==> config.mk <==
export PLATFORM = sky130hd
export DESIGN_NAME = ft245_rx_flat
export DESIGN_NICKNAME = d
export VERILOG_FILES = /design/src/rtl/ft245_pkg.sv /design/src/rtl/ft245_rx_if.sv /design/src/rtl/ft245_rx_sync2.sv /design/src/rtl/ft245_rx.sv /design/src/flat_wrapper.sv
export SDC_FILE = /design/constraint.sdc
export NUM_CORES = 1
export LEC_CHECK = 0
export CORE_UTILIZATION = 42
export DETAILED_ROUTE_END_ITERATION = 10
export GPL_ROUTABILITY_DRIVEN = 0
export PLACE_DENSITY = 0.72
export REMOVE_ABC_BUFFERS = 1
export SLEW_MARGIN = 20
export SYNTH_ARGS = -nofsm -noshare
export SYNTH_HDL_FRONTEND = slang
export SYNTH_HIERARCHICAL = 1
export SYNTH_SLANG_ARGS = --single-unit
==> constraint.sdc <==
create_clock -name clk -period 1.6 [get_ports clk]
set_input_delay 0.48 -clock clk [delete_from_list [all_inputs] [get_ports clk]]
set_output_delay 0.48 -clock clk [all_outputs]
set_load 0.05 [all_outputs]
==> src/rtl/ft245_pkg.sv <==
// Shared types and default timing for the FT245 receive engine.
package ft245_pkg;

  typedef enum logic [1:0] {
    IDLE    = 2'd0,
    STROBE  = 2'd1,
    RECOVER = 2'd2
  } state_e;

  localparam int unsigned DATA_W             = 8;
  localparam int unsigned RD_LOW_CYCLES_DEF  = 4;
  localparam int unsigned RD_HIGH_CYCLES_DEF = 4;
  localparam int unsigned CNT_W_DEF          = 16;

  // Timer must hold the larger of the two reload values (cycles - 1).
  function automatic int unsigned timer_width(input int unsigned low_cyc,
                                              input int unsigned high_cyc);
    int unsigned max_cyc;
    max_cyc = (low_cyc > high_cyc) ? low_cyc : high_cyc;
    return (max_cyc > 1) ? $clog2(max_cyc) : 1;
  endfunction

endpackage

==> src/rtl/ft245_rx_if.sv <==
// FT245 read-side bus plus the single-entry valid/ready output stream.
interface ft245_rx_if;
  import ft245_pkg::*;

  logic              rxf_n;
  logic [DATA_W-1:0] data;
  logic              rd_n;
  logic [DATA_W-1:0] rx_data;
  logic              rx_valid;
  logic              rx_ready;

  modport master (
    input  rxf_n, data, rx_ready,
    output rd_n, rx_data, rx_valid
  );

  modport slave (
    output rxf_n, data, rx_ready,
    input  rd_n, rx_data, rx_valid
  );

endinterface

==> src/rtl/ft245_rx_sync2.sv <==
// Two-flop synchroniser for the asynchronous RXF# line; resets to inactive (1).
module ft245_rx_sync2 (
  input  logic clk,
  input  logic reset,
  input  logic d_i,
  output logic q_o
);

  logic meta_q;
  logic sync_q;

  always_ff @(posedge clk) begin
    if (!reset) begin
      meta_q <= 1'b1;
      sync_q <= 1'b1;
    end else begin
      meta_q <= d_i;
      sync_q <= meta_q;
    end
  end

  assign q_o = sync_q;

endmodule

==> src/rtl/ft245_rx.sv <==
// FT245 read engine: strobes RD#, captures the byte, offers it on valid/ready.
// Optional FT245_RX_LED_EN adds a 4-bit LED view of captured bytes.
module ft245_rx
  import ft245_pkg::*;
#(
  parameter int unsigned RD_LOW_CYCLES  = RD_LOW_CYCLES_DEF,
  parameter int unsigned RD_HIGH_CYCLES = RD_HIGH_CYCLES_DEF,
  parameter int unsigned CNT_W          = CNT_W_DEF
) (
  input  logic             clk,
  input  logic             reset,
  ft245_rx_if.master       bus,
  output logic [CNT_W-1:0] byte_count,
  output logic             busy
`ifdef FT245_RX_LED_EN
  ,
  output logic [3:0]       led
`endif
);

  localparam int unsigned     TMR_W     = timer_width(RD_LOW_CYCLES, RD_HIGH_CYCLES);
  localparam logic [TMR_W-1:0] LOW_LOAD  = TMR_W'(RD_LOW_CYCLES - 1);
  localparam logic [TMR_W-1:0] HIGH_LOAD = TMR_W'(RD_HIGH_CYCLES - 1);

  logic rxf_s;

  state_e            state_q,    state_d;
  logic [TMR_W-1:0]  timer_q,    timer_d;
  logic              rd_n_q,     rd_n_d;
  logic [DATA_W-1:0] rx_data_q,  rx_data_d;
  logic              rx_valid_q, rx_valid_d;
  logic [CNT_W-1:0]  cnt_q,      cnt_d;
  logic              busy_q,     busy_d;
  logic              capture_c;
  logic              transfer_c;
`ifdef FT245_RX_LED_EN
  logic [3:0]        led_q,      led_d;
`endif

  ft245_rx_sync2 u_rxf_sync (
    .clk   (clk),
    .reset (reset),
    .d_i   (bus.rxf_n),
    .q_o   (rxf_s)
  );

  // Next-state and registered-output logic.
  always_comb begin
    state_d    = state_q;
    timer_d    = timer_q;
    rd_n_d     = rd_n_q;
    rx_data_d  = rx_data_q;
    cnt_d      = cnt_q;
    capture_c  = 1'b0;
    transfer_c = rx_valid_q && bus.rx_ready;

    unique case (state_q)
      IDLE: begin
        rd_n_d = 1'b1;
        // Only start a read when the output slot is free or draining this cycle.
        if (!rxf_s && (!rx_valid_q || bus.rx_ready)) begin
          rd_n_d  = 1'b0;
          timer_d = LOW_LOAD;
          state_d = STROBE;
        end
      end
      STROBE: begin
        rd_n_d = 1'b0;
        if (timer_q != '0) begin
          timer_d = timer_q - TMR_W'(1);
        end else begin
          capture_c = 1'b1;
          rx_data_d = bus.data;
          cnt_d     = cnt_q + CNT_W'(1);
          rd_n_d    = 1'b1;
          timer_d   = HIGH_LOAD;
          state_d   = RECOVER;
        end
      end
      RECOVER: begin
        rd_n_d = 1'b1;
        if (timer_q != '0) begin
          timer_d = timer_q - TMR_W'(1);
        end else begin
          state_d = IDLE;
        end
      end
      default: begin
        rd_n_d  = 1'b1;
        timer_d = '0;
        state_d = IDLE;
      end
    endcase

    rx_valid_d = capture_c || (rx_valid_q && !transfer_c);
    busy_d     = (state_d != IDLE);

`ifdef FT245_RX_LED_EN
    led_d = led_q;
    if (capture_c) begin
      led_d = (cnt_d == '0) ? 4'hF : bus.data[3:0];
    end
`endif
  end

  always_ff @(posedge clk) begin
    if (!reset) begin
      state_q    <= IDLE;
      timer_q    <= '0;
      rd_n_q     <= 1'b1;
      rx_data_q  <= '0;
      rx_valid_q <= 1'b0;
      cnt_q      <= '0;
      busy_q     <= 1'b0;
`ifdef FT245_RX_LED_EN
      led_q      <= 4'h0;
`endif
    end else begin
      state_q    <= state_d;
      timer_q    <= timer_d;
      rd_n_q     <= rd_n_d;
      rx_data_q  <= rx_data_d;
      rx_valid_q <= rx_valid_d;
      cnt_q      <= cnt_d;
      busy_q     <= busy_d;
`ifdef FT245_RX_LED_EN
      led_q      <= led_d;
`endif
    end
  end

  assign bus.rd_n     = rd_n_q;
  assign bus.rx_data  = rx_data_q;
  assign bus.rx_valid = rx_valid_q;
  assign byte_count   = cnt_q;
  assign busy         = busy_q;
`ifdef FT245_RX_LED_EN
  assign led          = led_q;
`endif

endmodule

==> src/flat_wrapper.sv <==
// flat-port wrapper written by rule: the top's interface ports become plain ports
module ft245_rx_flat import ft245_pkg::*;
#(
  parameter int unsigned RD_LOW_CYCLES  = RD_LOW_CYCLES_DEF,
  parameter int unsigned RD_HIGH_CYCLES = RD_HIGH_CYCLES_DEF,
  parameter int unsigned CNT_W          = CNT_W_DEF
)
  (clk, reset, byte_count, busy, bus_rxf_n, bus_data, bus_rx_ready, bus_rd_n, bus_rx_data, bus_rx_valid);
  ft245_rx_if bus_i ();
  input  logic clk;
  input  logic reset;
  output logic [CNT_W-1:0] byte_count;
  output logic busy;
  input wire logic [$bits(bus_i.rxf_n)-1:0] bus_rxf_n;
  input wire logic [$bits(bus_i.data)-1:0] bus_data;
  input wire logic [$bits(bus_i.rx_ready)-1:0] bus_rx_ready;
  output wire logic [$bits(bus_i.rd_n)-1:0] bus_rd_n;
  output wire logic [$bits(bus_i.rx_data)-1:0] bus_rx_data;
  output wire logic [$bits(bus_i.rx_valid)-1:0] bus_rx_valid;
  assign bus_i.rxf_n = bus_rxf_n;
  assign bus_i.data = bus_data;
  assign bus_i.rx_ready = bus_rx_ready;
  assign bus_rd_n = bus_i.rd_n;
  assign bus_rx_data = bus_i.rx_data;
  assign bus_rx_valid = bus_i.rx_valid;
  ft245_rx #(.RD_LOW_CYCLES(RD_LOW_CYCLES), .RD_HIGH_CYCLES(RD_HIGH_CYCLES), .CNT_W(CNT_W)) u_core (.clk(clk), .reset(reset), .bus(bus_i), .byte_count(byte_count), .busy(busy));
endmodule
==> summary.txt <==
R2R Setup Slk: 70 ps
Top achievable clock speed: 655.4 MHz
Sw Pwr: 370.6 µW
Clock Sinks: 33
Die width: 59.89 µm
Dominant cells by area after synthesis: dfxtp_1 (47%), nand2_1 (6.1%), xnor2_1 (5.6%)
Max-cap viol count: 0
Detailed Route Iter0 Violations: 30
Normalized max-slew margin: 76.53%
Worst-case vdd ir drop: 0.5473 mV
Post-synthesis cell type count: 36
Sw frac: 24.14%
Top cell type's share of synthesized area: 46.93%
R2r startpoint: u_core/timer_q[1]
Post-DR vias/cell: 5.015
Slew @ Worst Pin: 348.9 ps
Reg2Reg Depth: 6
Multi-input combinational cell area: 730.7 µm²
Final wirelength: 3.494 mm
Hold WC Path Type: register to register
CTS HTree Levels: 2
I/O pins: 39
Outcome: finished clean
Nets: 235
Num CTS Buffers: 5
Final hold vios: 0
Internal: 1165 µW
Final design utilization: 75.52%
Skew final: 7.849 ps
DP HPWL: 2.542 mm
Crit Reg-Reg Endpoint: u_core/byte_count[13]
Vias in the first global route: 1,417
Drt wl/cell: 13.18 µm
Power per cell area: 650.0 nW/µm²
Top FF cell, synth: dfxtp_1
Layout cell share with drive strength beyond 1: 31.67%
DRC: 0
Largest net degree at the start of global routing: 15
FFs w/ async S/R, synth: 0%
Hold EP: u_core/u_rxf_sync/q_o
Synth warn: 6
Clock power share: 29.7%
Fillers: 217
Antenna diodes: 0
Avg Cell Area, Syn: 8.798 µm²
TritonCTS clock tree: done
Finished Cell Area: 2362 µm²
GRT overflow: 0
Crit Path Max Fanout: 5
Placed inst area: 2265 µm²
Dominant cell type by area after synthesis: dfxtp_1
Post-layout min period: 1526 ps
Die Ht: 59.89 µm
Critical Setup Path Class: register to register
Cell area after synthesis: 1408 µm²
Core region area: 3128 µm²
Initial Util: 45.00%
Root Buffer: clkbuf_4
First-pass GRT wire length: 5.720 mm
Critical path startpoint category: register
Register area: 663.1 µm²
Die ar.: 3587 µm²
Row count: 20
Max Transition Viols Final: 0
Area Growth Syn to Fin: 67.82%
Input/output buffers: 38
Hold depth: 1
Final Cycle Share: 95.37%
Worst-skew pair later-pin latency: 320 ps
Clock buffer depth: 2
Leak pwr: 0.0009478 µW
Hold-fix buffers, CTS: 0
Total number of vias: 1,329
Syn Inst Count: 160
Clock slew at reported path FFs: 90 ps
DRT Pass-1 Iters: 4
Post-synth EDFFs: 0
Worst Setup End Kind: register
CP arrival: 1740 ps
Setup-failing EPs final: 0
Logic gate share of total power: 14.6%
Sequential area share after synthesis: 46.93%
Gr usage total: 21.17%
Initial antenna violation count: 0
Sequential share of power: 55.7%
Seq cells post-synth: 33
Routed Antenna Nets: 0
Hold_sp: u_core/u_rxf_sync/meta_q
CP Data Required Time: 1810 ps
## worst max path at each step
stage / depth (start not counted) / slack (ps) / to / startpoint
after floorplan: 4 / -280 / u_core/byte_count[14] / u_core/byte_count[3]
after global placement: 5 / -150 / u_core/timer_q[0] / bus_rx_ready
after detailed placement: 5 / -210 / u_core/timer_q[1] / bus_rx_ready
after CTS: 6 / 4 / u_core/byte_count[14] / u_core/timer_q[1]
after global routing: 6 / -5 / u_core/byte_count[13] / u_core/timer_q[1]
final: 6 / 70 / u_core/byte_count[13] / u_core/timer_q[1]
## power groups by stage
stage / Combinational [µW] / Sequential [µW] / Clock (µW)
2_1_floorplan: 60.3 / 903 / 0
3_3_place_gp: 204 / 871 / 0
3_5_place_dp: 212 / 873 / 0
4_1_cts: 213 / 853 / 471
5_1_grt: 239 / 858 / 512
6_report: 225 / 855 / 456
## logic make-up (layout without fill, tap and decap cells)
family          after synthesis  in the layout  synth area share [%]
compound gates               24             24                 9.956
xor+xnor                     10             10                 6.223
fa+ha+maj                     2              2                 1.777
buf+inv                      13             74                 4.000
flops                        33             33                 46.93
mux                           3              3                 2.133
simple gates                 75             75                 28.98
## metrics by stage
step	power [µW]	cells	setup TNS [ps]	worst slack [ps]	hold WS, ps
4_1_cts	1537	265	0	3.963	421.4
6_report	1536	265	0	74.12	417.6
2_1_floorplan	963.6	153	-1255	-277.2	386.3
5_1_grt	1610	265	-6.054	-5.204	447.7
3_5_place_dp	1084	258	-1252	-211.8	399.4
3_3_place_gp	1075	258	-347.9	-152.3	391.0
## flip-flops by register name (all words and copies together) (netlist names)
register	flops
u_core/timer_q	2
u_core/bus.rx_data	8
u_core/bus.rd_n	1
u_core/state_q	2
u_core/u_rxf_sync/q_o	1
u_core/bus.rx_valid	1
u_core/u_rxf_sync/meta_q	1
u_core/byte_count	16
u_core/busy	1
## cell usage in the layout, fill, tap and decap left out, types with 2 or more instances in the layout
master and n:
buf_4 22, nor4_2 2, mux2i_1 3, clkdlybuf4s50_1 11
inv_2 2, o21ai_0 3, clkbuf_4 5, inv_1 3
buf_12 28, nor3_1 2, nand3b_1 2, nor2_1 17
dfxtp_1 31, xnor2_1 9, nand3_1 4, a21oi_1 15
nand2_1 23, dfxtp_2 2, or3_1 2, nand4_1 3
nand4_2 2, nand2b_1 7
## what timing repair did
item / 4_1_cts / 5_1_grt
endpoints found under the setup margin: 2 / 12
gates resized for setup: 0 / 12
setup buffers: 0 / 0
pin swaps: 1 / 6
## per-layer routing
metal / vias up / wire length (µm) / global-route usage [%]
li1: 673 / - / -
met3: 5 / 110 / 4.545
met5: - / 0 / 0
met2: 24 / 1843 / 36.98
met1: 627 / 1507 / 24.83
met4: 0 / 33 / 8.970
## critical path, stage by stage (launching register included)
cell and delay (ps):
dfxtp_2 330, inv_2 60, ha_4 150, nand4b_4 150, nor4_4 410, nand3_1 170, mux2i_1 140
## synthesized netlist by cell type, types with 3 or more instances
master     n
dfxtp_1   33
nand2_1   23
nor2_1    17
a21oi_1   15
xnor2_1    9
nand2b_1   7
clkbuf_1   5
inv_1      5
nand3_1    4
mux2i_1    3
nand4_1    3
nor3_1     3
nor4_1     3
o21ai_0    3
## area by class of cell
| type | instances | share of cell area [%] |
|---|---|---|
| clock buffers | 7 | 2.331 |
| inverters | 6 | 0.9534 |
| multi-input cells | 114 | 30.93 |
| flip-flops and latches | 33 | 28.07 |
| well taps | 44 | 2.331 |
| repair buffers | 61 | 35.38 |
(Power assumes the default switching activity.)
